[config.mk]
export PLATFORM = sky130hd
export DESIGN_NAME = debounce_array
export DESIGN_NICKNAME = d
export VERILOG_FILES = /design/src/rtl/debounce_pkg.sv /design/src/rtl/debounce_channel.sv /design/src/rtl/debounce_array.sv
export SDC_FILE = /design/constraint.sdc
export NUM_CORES = 1
export LEC_CHECK = 0
export CORE_MARGIN = 2
export CORE_UTILIZATION = 35
export CTS_CLUSTER_DIAMETER = 50
export DETAILED_ROUTE_END_ITERATION = 8
export PLACE_DENSITY = 0.49
export SLEW_MARGIN = 0
export SYNTH_ARGS = -nofsm -noshare
export SYNTH_HDL_FRONTEND = slang
export SYNTH_SLANG_ARGS = --single-unit
[constraint.sdc]
create_clock -name clk -period 5.7 [get_ports clk]
set_input_delay 1.14 -clock clk [delete_from_list [all_inputs] [get_ports clk]]
set_output_delay 1.14 -clock clk [all_outputs]
set_load 0.01 [all_outputs]
[src/rtl/debounce_pkg.sv]
// Shared definitions for the debounce array: per-channel FSM states and the
// microsecond-to-clock-cycle conversion used to size the timers.
package debounce_pkg;

  typedef enum logic [1:0] {
    ST_LOW       = 2'd0,
    ST_WAIT_HIGH = 2'd1,
    ST_HIGH      = 2'd2,
    ST_WAIT_LOW  = 2'd3
  } db_state_e;

  // 64-bit intermediate: long hold times at high clock rates overflow 32 bits.
  function automatic int us_to_cycles(input longint clk_hz, input longint time_us);
    longint l_cycles;
    l_cycles = (clk_hz * time_us) / 64'sd1000000;
    return int'(l_cycles);
  endfunction

endpackage

[src/rtl/debounce_channel.sv]
// One button channel: input synchroniser, 4-state debounce FSM, edge pulses
// and a saturating hold timer that fires a single long-press pulse.
module debounce_channel
  import debounce_pkg::*;
#(
  parameter int DB_CYCLES   = 100,
  parameter int LONG_CYCLES = 500,
  parameter int SYNC_STAGES = 2
) (
  input  logic clk,
  input  logic reset_n,
  input  logic btn_i,
  output logic level_o,
  output logic rise_o,
  output logic fall_o,
  output logic long_o
);

  localparam int DB_W   = $clog2(DB_CYCLES + 1);
  localparam int LONG_W = $clog2(LONG_CYCLES + 1);
  localparam logic [DB_W-1:0]   DB_LAST  = DB_W'(DB_CYCLES - 1);
  localparam logic [LONG_W-1:0] LONG_MAX = LONG_W'(LONG_CYCLES);

  logic [SYNC_STAGES-1:0] r_sync;
  logic                   w_s;
  db_state_e              r_state;
  db_state_e              w_state_nxt;
  logic [DB_W-1:0]        r_db_cnt;
  logic [DB_W-1:0]        w_db_cnt_nxt;
  logic                   w_level_nxt;
  logic                   r_level;
  logic                   r_rise;
  logic                   r_fall;
  logic                   r_long;
  logic [LONG_W-1:0]      r_hold;

  // Input synchroniser chain
  always_ff @(posedge clk or posedge reset_n) begin
    if (reset_n) begin
      r_sync <= {SYNC_STAGES{1'b0}};
    end else begin
      r_sync <= {r_sync[SYNC_STAGES-2:0], btn_i};
    end
  end

  assign w_s = r_sync[SYNC_STAGES-1];

  // FSM state and stability counter
  always_ff @(posedge clk or posedge reset_n) begin
    if (reset_n) begin
      r_state  <= ST_LOW;
      r_db_cnt <= {DB_W{1'b0}};
    end else begin
      r_state  <= w_state_nxt;
      r_db_cnt <= w_db_cnt_nxt;
    end
  end

  // Next state: a WAIT state commits on the edge its counter would reach DB_CYCLES
  always_comb begin
    w_state_nxt  = r_state;
    w_db_cnt_nxt = r_db_cnt;
    case (r_state)
      ST_LOW: begin
        if (w_s) begin
          w_state_nxt  = ST_WAIT_HIGH;
          w_db_cnt_nxt = {DB_W{1'b0}};
        end else begin
          w_state_nxt  = ST_LOW;
        end
      end
      ST_WAIT_HIGH: begin
        if (!w_s) begin
          w_state_nxt  = ST_LOW;
          w_db_cnt_nxt = {DB_W{1'b0}};
        end else if (r_db_cnt == DB_LAST) begin
          w_state_nxt  = ST_HIGH;
          w_db_cnt_nxt = {DB_W{1'b0}};
        end else begin
          w_db_cnt_nxt = r_db_cnt + DB_W'(1);
        end
      end
      ST_HIGH: begin
        if (!w_s) begin
          w_state_nxt  = ST_WAIT_LOW;
          w_db_cnt_nxt = {DB_W{1'b0}};
        end else begin
          w_state_nxt  = ST_HIGH;
        end
      end
      ST_WAIT_LOW: begin
        if (w_s) begin
          w_state_nxt  = ST_HIGH;
          w_db_cnt_nxt = {DB_W{1'b0}};
        end else if (r_db_cnt == DB_LAST) begin
          w_state_nxt  = ST_LOW;
          w_db_cnt_nxt = {DB_W{1'b0}};
        end else begin
          w_db_cnt_nxt = r_db_cnt + DB_W'(1);
        end
      end
      default: begin
        w_state_nxt  = ST_LOW;
        w_db_cnt_nxt = {DB_W{1'b0}};
      end
    endcase
  end

  assign w_level_nxt = (w_state_nxt == ST_HIGH) || (w_state_nxt == ST_WAIT_LOW);

  // Registered level and edge pulses, aligned to the first cycle of the new level
  always_ff @(posedge clk or posedge reset_n) begin
    if (reset_n) begin
      r_level <= 1'b0;
      r_rise  <= 1'b0;
      r_fall  <= 1'b0;
    end else begin
      r_level <= w_level_nxt;
      r_rise  <= w_level_nxt & ~r_level;
      r_fall  <= ~w_level_nxt & r_level;
    end
  end

  // Hold timer: restarts only on a rise, so WAIT_LOW bounces keep accumulated time
  always_ff @(posedge clk or posedge reset_n) begin
    if (reset_n) begin
      r_hold <= {LONG_W{1'b0}};
      r_long <= 1'b0;
    end else if (w_level_nxt && !r_level) begin
      r_hold <= {LONG_W{1'b0}};
      r_long <= 1'b0;
    end else if (r_level && (r_hold != LONG_MAX)) begin
      r_hold <= r_hold + LONG_W'(1);
      r_long <= (r_hold == (LONG_MAX - LONG_W'(1)));
    end else begin
      r_long <= 1'b0;
    end
  end

  assign level_o = r_level;
  assign rise_o  = r_rise;
  assign fall_o  = r_fall;
  assign long_o  = r_long;

endmodule

[src/rtl/debounce_array.sv]
// Array of independent debounced button channels with edge and long-press
// pulses; timing parameters are given in microseconds and converted here.
module debounce_array
  import debounce_pkg::*;
#(
  parameter int N_CH         = 4,
  parameter int CLK_FREQ_HZ  = 100_000_000,
  parameter int DB_TIME_US   = 5,
  parameter int LONG_TIME_US = 500_000,
  parameter int SYNC_STAGES  = 2
) (
  input  logic            clk,
  input  logic            reset_n,
  input  logic [N_CH-1:0] btn_i,
  output logic [N_CH-1:0] level_o,
  output logic [N_CH-1:0] rise_o,
  output logic [N_CH-1:0] fall_o,
  output logic [N_CH-1:0] long_o
);

  localparam int DB_CYCLES   = us_to_cycles(longint'(CLK_FREQ_HZ), longint'(DB_TIME_US));
  localparam int LONG_CYCLES = us_to_cycles(longint'(CLK_FREQ_HZ), longint'(LONG_TIME_US));

  if ((DB_CYCLES < 1) || (LONG_CYCLES <= DB_CYCLES) || (N_CH < 1) || (N_CH > 32) ||
      (SYNC_STAGES < 2)) begin : g_bad_params
    $fatal(1, "debounce_array: invalid timing or size parameters");
  end

  for (genvar g = 0; g < N_CH; g++) begin : g_ch
    debounce_channel #(
      .DB_CYCLES  (DB_CYCLES),
      .LONG_CYCLES(LONG_CYCLES),
      .SYNC_STAGES(SYNC_STAGES)
    ) u_channel (
      .clk    (clk),
      .reset_n(reset_n),
      .btn_i  (btn_i[g]),
      .level_o(level_o[g]),
      .rise_o (rise_o[g]),
      .fall_o (fall_o[g]),
      .long_o (long_o[g])
    );
  end

endmodule

After elaboration in Yosys (flattened, before gate mapping)
Index checks and enable logic that the tools add are counted.
Operators by class
  eq/ne operators: 40
  bitwise operators: 16
  $add $sub $neg: 8
  reduce and logical (&&, ||, !) cells: 28
  mux-type cells: 68
Operator list (number)
  two-way mux 26 bit: 8
  two-way mux 9 bit: 20
  one-hot mux 9 bit (4 select lines): 4
  adder 26 x 1 -> 26 bit, second input constant: 4
  == test 26 bit, second input constant: 4
  != test 26 bit, second input constant: 4
  adder 9 x 1 -> 9 bit, second input constant: 4
  == test 9 bit, second input constant: 4
  == test 2 bit, second input constant: 16
  two-way mux 2 bit: 16
  one-hot mux 2 bit (4 select lines): 4
  two-way mux 1 bit: 16
  AND 1 bit: 8
  == test 2 x 1 -> 1 bit, second input constant: 4
  logical AND 1 bit: 8
  logical NOT 2 bit: 4
  != test 2 x 1 -> 1 bit, second input constant: 4
  != test 2 bit, second input constant: 4
  NOT 1 bit: 8
  AND reduction 2 bit: 4
  nonzero test 2 bit: 4
  logical NOT 1 bit: 4
  logical OR 1 bit: 4
Word-level totals
  output and inout bits: 16
  register bits after elaboration: 172
  logic and storage cells: 192
  input port bits: 6

Depth between registers and ports, before layout
Gate-level depths: netlist of run 1.
  depth after elaboration: 8
  mapped depth: 7
  depth with buffers taken out: 7

Modules after synthesis
From an unflattened synthesis of run 1, not the netlist that was laid out.
Second synthesis, totals
  cell total of the unflattened synthesis: 919
  area, all modules: 8793.4 um^2
Modules (own cells, without submodules)
  debounce_channel at g_ch[0].u_channel ...: area an instance 2212.1 um^2, seq. area each 1051.0 um^2, cells an instance 233, times used 3
  debounce_channel at g_ch[3].u_channel: area an instance 2157.1 um^2, seq. area each 1076.0 um^2, cells an instance 220, times used 1

Worst setup path before layout of run 1
No wires, ideal clock.
  kind: reg2reg
  start: register g_ch[3].u_channel.r_db_cnt[0]
  end: register g_ch[3].u_channel.r_hold[12]
  clock period less this slack: 1.837 ns
  arrival time: 1.718 ns
  stages on the path, launching flop included: 8
  setup slack: 3.863 ns
  cells stage by stage: dfrtp_1 -> ha_1 -> nand2b_1 -> or4_4 -> mux2i_4 -> nor2_4 -> buf_6 -> nor2_1
Between the ends
  longest elaborated chain between the ends: 8
Ends and longest elaborated chain
  start, declared: line debounce_channel.sv:28  | logic [DB_W-1:0] r_db_cnt;
  start signal, assigned: line debounce_channel.sv:52  | r_db_cnt <= {DB_W{1'b0}};
  start signal, assigned: line debounce_channel.sv:55  | r_db_cnt <= w_db_cnt_nxt;
  == test 9 bit (*): line debounce_channel.sv:76, debounce_channel.sv:95
  two-way mux 2 bit (on tied branches): line debounce_channel.sv:95, debounce_channel.sv:76
  two-way mux 2 bit (on tied branches): line debounce_channel.sv:92, debounce_channel.sv:73
  one-hot mux 2 bit (4 select lines) (*): line debounce_channel.sv:63  | case (r_state)
  == test 2 bit: line debounce_channel.sv:109  | assign w_level_nxt = (w_state_nxt == ST_HIGH) || (w_state_nxt == ST_WAIT_LOW);
  logical OR 1 bit (*): line debounce_channel.sv:109
  logical AND 1 bit (*): line debounce_channel.sv:129  | end else if (w_level_nxt && !r_level) begin
  two-way mux 26 bit / nonzero test 2 bit (equally long branches)
  end signal, assigned: line debounce_channel.sv:127  | r_hold <= {LONG_W{1'b0}};
  end signal, assigned: line debounce_channel.sv:130  | r_hold <= {LONG_W{1'b0}};
  end signal, assigned: line debounce_channel.sv:133  | r_hold <= r_hold + LONG_W'(1);
  end, declared: line debounce_channel.sv:35  | logic [LONG_W-1:0] r_hold;
Mark *: on every way between the ends. The rest lies on a longest branch, timed or not.
A chain may end at the register's enable or synchronous reset.

Worst setup path in the final report of run 1
  start: register g_ch[2].u_channel.r_level
  end: output level_o[2]
RTL lines
  start, declared: line debounce_channel.sv:31  | logic r_level;
  start signal, assigned: line debounce_channel.sv:118  | r_level <= w_level_nxt;
  end, declared: line debounce_array.sv:15  | output logic [N_CH-1:0] level_o,
No word-level cell between the ends.

==> results.txt, run 1 <==
- Across the VDD grid, the largest voltage drop is ~0.16 mV.
- Hold depth: 0
- Cell breakdown of the critical path: clkdlybuf4s50_1
- Yosys attributes the largest share of cell area to sky130_fd_sc_hd__dfrtp_1 50%, sky130_fd_sc_hd__xor2_1 5.4%, sky130_fd_sc_hd__nor2_1 5.3%.
- Share of synthesized registers carrying an async set or reset: 1.00
* Average cell area after synthesis: just under 10 um^2
* Sequential fraction of the synthesis area: 0.497
* Most numerous cell types in the synthesized netlist: 172 x sky130_fd_sc_hd__dfrtp_1, 122 x sky130_fd_sc_hd__nor2_1, 76 x sky130_fd_sc_hd__nand2_1
- Number of max-slew violations in the final report: 0
- For this run, the total global-route usage over all layers was measured as 0.136.
- Post-layout utilization of the core: 0.399
* Startpoint of the worst-slack reg-to-reg timing path: g_ch[2].u_channel.r_db_cnt[0]
- Placer congestion estimate: 0.721
* Horizontal extent of the die: around 160 um
* Most used standard cell by instance count after synthesis: sky130_fd_sc_hd__dfrtp_1
- Global-route wire length before repair: 29700 um
- The cell sitting at the root of the clock tree is a sky130_fd_sc_hd__clkbuf_16.
* Power density normalized to cell area: 260 nW/um^2
* Number of antenna violations at the first check in global routing: 0
* Outcome: finished clean
* Register bit count reported by yosys: roughly 170
* Number of synthesis warnings: 0
* Clock transition time at the flip-flop clock pins of the worst setup and hold paths: around 0.07 ns
- In this run the core area contains 57 standard-cell rows.
* Number of flops mapped to enable cells by yosys: 0
* Die area: 26000 um^2
- Entering global routing, the biggest net connects 173 pins.
- Number of nets produced by synthesis: 917
- Final Skew: between 0.009 and 0.01 ns
- Counting both buffers and inverters, the worst setup path holds a total of 1.
- Most used flip-flop cell after synthesis: sky130_fd_sc_hd__dfrtp_1
- Crit path kind: reg -> out
- Max Clock Freq: 350 MHz
- Number of failing hold endpoints at the final stage: 0
- IO Port Bufs: 21
* Final Power: 2530 uW
- Worst Max-Slew Pin Slew: 1.09 ns
* Worst Setup Slack post-DPL: 3.12 ns
- In this run, the number of DRC markers left after iteration 0 of detailed routing was 427.
- The netlist uses 57 different library cells.
- For this block, the routed nets add up to between 15000 and 20000 um of wire.
- Gate count after technology mapping: between 800 and 900
- After layout, the worst setup slack is about 2.8 ns.
- Terminus of the critical flop-to-flop path: g_ch[2].u_channel.r_hold[2]
- Layout cell share with drive strength beyond 1: 0.0591
- Setup slack of the worst register-to-register path: 3.14 ns
- Count of pins on the block boundary: 22
* Fill cell instance count of the final layout: 2390
- Counting I/O delays and the setup requirement, the final critical path takes between 2 and 3 ns.
- Headroom to the max-slew limit came out at 0.275.
* Deepest level of the CTS H-tree: 4
* Post-cts resize count: 0
- The first TritonRoute pass finished after 5 iterations.
* Fraction of the cycle the final worst path needs: 0.501
- At the end of the flow, the number of nets in the layout was 920.
- In this run the number of cells on the critical path is 1.
- Max-cap violation count: 0
- The number of cells on the worst reg-to-reg path is 6.
- The initial utilization of the core area, before any placement, comes to 0.356.
* Hold Crit Class: reg -> reg
- From bottom edge to top edge, the die measures ~160 um.
* Type of origin of the critical path: flop
- On the worst path, the slowest cell contributes a delay of 0.65 ns.
- Sum of negative setup slack: 0 ns
* Total of hold buffers inserted after clock tree synthesis: 0
* Average via count per standard cell: between 4 and 5
* Clock buffers created by TritonCTS: 17
- Counting along the longest clock path gives a buffer depth of 2.
- After detailed routing, the average wire length per cell comes to 13.3 um.
- Along the worst path, the maximum fanout reaches 13.
- Unrepaired setup endpoints after global routing: false
- Critical path endpoint category: primary output
- N_diodes: 0
- Via count of the first global-routing pass: 6066
- Number of remaining DRC errors: 0
* Worst hold slack: 0.350 ns
- Hold path startpoint: g_ch[1].u_channel.r_sync[0]
* Pleak: 0.00420 uW
* Core Region: 24300 um^2
* # setup viols final: 0
* Area growth from synthesis to layout: 11.9%
- Postcts setup bufs: 0
- The share of synthesized area in the top cell type comes to 0.497.
- Grouping stages by cell kind, the critical path spends the most delay in flip-flops.
- Of all cell types, the one taking the most synthesized area is sky130_fd_sc_hd__dfrtp_1.
- Among all stages on the critical path, the largest delay is contributed by sky130_fd_sc_hd__dfrtp_1.
* Number of vias in the routed layout: 6113
* Hpwl dp: 10400 um
* Final global-route overflow total: 0
* Clk Latency, worst-skew pair: 0.42 ns
- The tree built by TritonCTS fans out to 172 sinks.
- The synthesized netlist occupies a cell area of 8660 um^2.
- TritonCTS built the clock tree.
* Worst EP required: 4.56 ns
* Hold EP: g_ch[1].u_channel.r_sync[1]
- The detail route stage leaves a number of antenna-violating nets equal to 0.
* Data arrival time of the critical path: 1.71 ns
-- layout make-up --
cell class	count	area [um^2]	share of cell area
inverters	33	128	0.0132
multi-input cells	654	3990	0.412
flip-flops and latches	172	4300	0.444
well taps	324	405	0.0418
clock inverters	9	163	0.0168
clock buffers	21	460	0.0475
repair buffers	24	245	0.0253
-- worst max-delay path by stage --
stage / start / to
2_1_floorplan: reset_n / g_ch[0].u_channel.fall_o
3_3_place_gp: g_ch[1].u_channel.r_db_cnt[0] / g_ch[1].u_channel.r_hold[4]
3_5_place_dp: g_ch[2].u_channel.r_db_cnt[0] / g_ch[2].u_channel.r_hold[0]
4_1_cts: g_ch[2].u_channel.level_o / level_o[2]
5_1_grt: g_ch[0].u_channel.level_o / level_o[0]
6_report: g_ch[2].u_channel.level_o / level_o[2]
-- placed cells by master, fill, tap and decap left out, types with 21 or more instances in the layout --
master	netlist	routed
sky130_fd_sc_hd__and3_1	27	27
sky130_fd_sc_hd__clkdlybuf4s50_1	0	21
sky130_fd_sc_hd__dfrtp_1	172	172
sky130_fd_sc_hd__inv_1	33	32
sky130_fd_sc_hd__nand2_1	76	76
sky130_fd_sc_hd__nand3_1	50	50
sky130_fd_sc_hd__nand4_1	40	40
sky130_fd_sc_hd__nor2_1	122	122
sky130_fd_sc_hd__nor3_1	22	22
sky130_fd_sc_hd__o21ai_0	61	61
sky130_fd_sc_hd__xnor2_1	36	36
sky130_fd_sc_hd__xor2_1	53	53
-- state kept, by name (all words and copies together) (netlist names) --
signal and cells:
g_ch.u_channel.fall_o 4, g_ch.u_channel.level_o 4, g_ch.u_channel.long_o 4, g_ch.u_channel.r_db_cnt 36, g_ch.u_channel.r_hold 104, g_ch.u_channel.r_state 8, g_ch.u_channel.r_sync 8, g_ch.u_channel.rise_o 4
-- stage by stage --
step | cells | cell area (um^2)
finish | 1237 | 9700
global route | 1237 | 9700
CTS | 1237 | 9700
detailed placement | 1207 | 9070
global placement | 1207 | 9070
floorplan | 899 | 8660
-- cells by family after synthesis --
kind of cell    after synthesis  share of synthesized area
fa+ha+maj                    12                     0.0173
compound gates              112                     0.0789
xor+xnor                     89                     0.0900
mux                           8                     0.0121
buf+inv                      73                     0.0428
simple gates                433                      0.262
flops                       172                      0.497
-- layer usage --
layer | wire length [um] | vias to the layer above | GRT usage
li1 | - | 3108 | -
met1 | 8650 | 2927 | 0.197
met2 | 7260 | 67 | 0.207
met3 | 470 | 11 | 0.0339
met4 | 126 | 0 | 0.0304
met5 | 0 | - | 0
-- where the power goes --
part           switching [uW]  leakage (uW)  internal [uW]
Sequential               7.57       0.00237           1230
Combinational            39.7       0.00153           14.0
Clock                     478      0.000300            757
Power figures use the tool's default switching activity.
==> inputs of run 2 (changes only) <==
PLACE_DENSITY = 0.47   (was 0.49)
clock period = 2.7 ns   (was 5.7 ns; I/O delays follow)
==> results.txt, run 2 (synthesis results as in run 1) <==
- Final global-route overflow total: 0 (unchanged)
- Total of hold buffers inserted after clock tree synthesis: 0 (unchanged)
* Horizontal extent of the die: 161 um (unchanged)
- Max-Slew Margin vs Limit: 0.392 (+0.117)
* Clock transition time at the flip-flop clock pins of the worst setup and hold paths: 0.07 ns (about the same)
- Cell breakdown of the critical path: clkdlybuf4s50_1
* Hold Crit Class: reg -> reg
- Setup slack of the worst register-to-register path: 0.54 ns (-2.60 ns)
- Placer congestion estimate: 0.745 (+3.3%)
* Final Critical Period: 2.19 ns
- The worst setup path is launched from a flop.
- The largest net degree at the start of global routing came to 101 (-42%).
- Number of clock sinks: 172 (unchanged)
- Height of the die: 161 um (unchanged)
- The number of setup violations in the final report came to 0 (unchanged).
* Worst Max-Slew Pin Slew: 0.908 ns (-0.178 ns)
- The required time at the endpoint of the critical path was 2.16 ns (-2.40 ns).
* Depth of the critical timing path with buffers and inverters included: 1 (unchanged)
* Final Skew: 0.0139 ns (+0.00474 ns)
* Worst-path maximum fanout: 12 (-1)
- Post-layout utilization of the core: 0.403 (+0.00432)
- Initial DRT Pass Iterations: 4 (-1)
- The flow ran to the end, and the final reports show no timing, DRC or antenna violations.
- The CTS buffer count is 17 (unchanged).
- The starting utilization of the core area was 0.356 (unchanged).
- Terminus of the critical flop-to-flop path: g_ch[2].u_channel.r_hold[25]
* Via count of the first global-routing pass: 6125 (+0.97%)
- Worst hold slack: 0.349 ns (-0.00133 ns)
* Start point of the critical path: g_ch[3].u_channel.level_o
- The delay contributed by the slowest stage of the critical path is 0.62 ns (-0.03 ns).
* Sum of negative setup slack: 0 ns (unchanged)
* Area growth from synthesis to layout: 13.2%
- Startpoint of the worst-slack reg-to-reg timing path: g_ch[2].u_channel.r_db_cnt[0]
* Most used cells in the layout excluding fill and tap cells: 172 x sky130_fd_sc_hd__dfrtp_1, 122 x sky130_fd_sc_hd__nor2_1, 76 x sky130_fd_sc_hd__nand2_1
- Fraction of the cycle the final worst path needs: 0.813
- The number of hold violations in the final report was 0 (unchanged).
- The share of post-route cells with drive strength above 1 was 0.0795 (+0.0203).
- Max VDD drop: 0.354 mV (+120%)
- The overall die area came to 26000 um^2 (unchanged).
* Core Region: 24300 um^2 (unchanged)
- In this run the clock root is driven by a sky130_fd_sc_hd__clkbuf_16.
- STA classifies the critical path endpoint as a primary output.
* Unrepaired setup endpoints after global routing: false
- The number of buffers inserted by port buffering came to 21 (unchanged).
- Leading registers by flop count: g_ch.u_channel.r_hold (104), g_ch.u_channel.r_db_cnt (36)
- Worst setup path endpoint: level_o[3]
- Deepest level of the CTS H-tree: 4 (unchanged)
- Pleak: 0.00428 uW (+1.8%)
* Total detailed-routing wirelength: 16800 um (+1.7%)
- For this design, the slowest cell found on the critical path is sky130_fd_sc_hd__clkdlybuf4s50_1.
* Max-cap violation count: 0 (unchanged)
* Depth of the worst register-to-register path: 7 (+1)
- Number of max-slew violations in the final report: 0 (unchanged)
* Hpwl dp: 10900 um (+5.0%)
- The number of instances resized during post-cts repair came to 0 (unchanged).
- Routed wirelength normalized by instance count: 13.4 um (+0.23%)
- Number of antenna violations at the first check in global routing: 0 (unchanged)
* TritonCTS clock tree: yes
- Max clock buf depth: 2 (unchanged)
- The combined buffer and inverter count along the critical path is 1 (unchanged).
- The global-route total usage across every layer was 0.139 (+0.00225).
- The remaining design rule violation count is 0 (unchanged).
- The worst setup path is of the reg -> out kind.
- The number of flip-flops in the largest register is 104 (unchanged).
- More flip-flops sit in one register than any other, and that register is g_ch.u_channel.r_hold.
- Detailed router's first-iteration violation count: 419 (-1.9%)
- FP Rows: 57 (unchanged)
- The final antenna diode count was 0 (unchanged).
- Post-route design area: 9800 um^2 (+1.1%)
- Global-route wire length before repair: 29900 um (+0.70%)
- The average vias per placed instance was 4.97 (+0.58%).
- Power density normalized to cell area: 537 nW/um^2 (+110%)
- The number of nets with antenna violations after detailed routing was 0 (unchanged).
- Data arrival time of the critical path: 1.65 ns (-0.06 ns)
- Final Net Count: 936 (+1.7%)
- The clock insertion delay at the later pin of the skew report was 0.43 ns (about the same).
- Count of pins on the block boundary: 22 (unchanged)
- Max Clock Freq: 456 MHz
- Placement-stage cell area: 9190 um^2 (+1.3%)
- Top Family by Delay on Critical Path: buffers and inverters
* Most common library cell in the layout ignoring fill and taps: sky130_fd_sc_hd__dfrtp_1
- Postcts setup bufs: 0 (unchanged)
* Number of vias in the routed layout: 6238 (+2.0%)
-- run 2: cell count changes in the layout (fill, tap and decap cells not counted), sizes merged --
cell,before,now
clkbuf,21,19
clkinv,3,5
clkinvlp,2,3
inv,33,36
bufinv,4,2
buf,3,19
-- run 2: metal layers --
layer | global-route usage | part of all wire | vias up
met1 | 0.196 | 0.53 | 3012
li1 | - | - | 3153
met5 | 0 | 0 | -
met3 | 0.0324 | 0.026 | 11
met4 | 0.0394 | 0.010 | 0
met2 | 0.213 | 0.44 | 62
-- run 2: through the flow --
| step | std cells | worst slack, ns | power [uW] |
|---|---|---|---|
| 4_1_cts | 1255 | 0.474 | 5350 |
| 6_report | 1255 | 0.505 | 5260 |
| 3_3_place_gp | 1223 | 0.589 | 2790 |
| 3_5_place_dp | 1223 | 0.549 | 2790 |
| 5_1_grt | 1255 | 0.369 | 5480 |
| 2_1_floorplan | 899 | -0.0367 | 2740 |
-- run 2: final cells by class --
type                       instances  area (um^2)
multi-input combinational        654         3990
timing repair buffer              40          365
tap                              324          405
fill                            2395        14500
clock buffer                      19          453
sequential                       172         4300
inverter                          33          128
clock inverter                    13          155
-- run 2: worst min-delay path by stage --
stage / start / end / depth (start not counted)
after floorplan: g_ch[0].u_channel.r_sync[0] / g_ch[0].u_channel.r_sync[1] / 0
after global placement: g_ch[0].u_channel.r_sync[0] / g_ch[0].u_channel.r_sync[1] / 0
after detailed placement: g_ch[0].u_channel.r_sync[0] / g_ch[0].u_channel.r_sync[1] / 0
after CTS: reset_n / g_ch[1].u_channel.r_db_cnt[1] / 2
after global routing: reset_n / g_ch[1].u_channel.r_db_cnt[1] / 2
final: g_ch[0].u_channel.r_sync[0] / g_ch[0].u_channel.r_sync[1] / 0
-- run 2: power by group --
part	leakage (uW)	total [uW]	internal, uW	switching (uW)
Sequential	0.00237	2610	2590	15.1
Combinational	0.00162	120	35.0	85.5
Clock	0.000294	2530	1440	1100
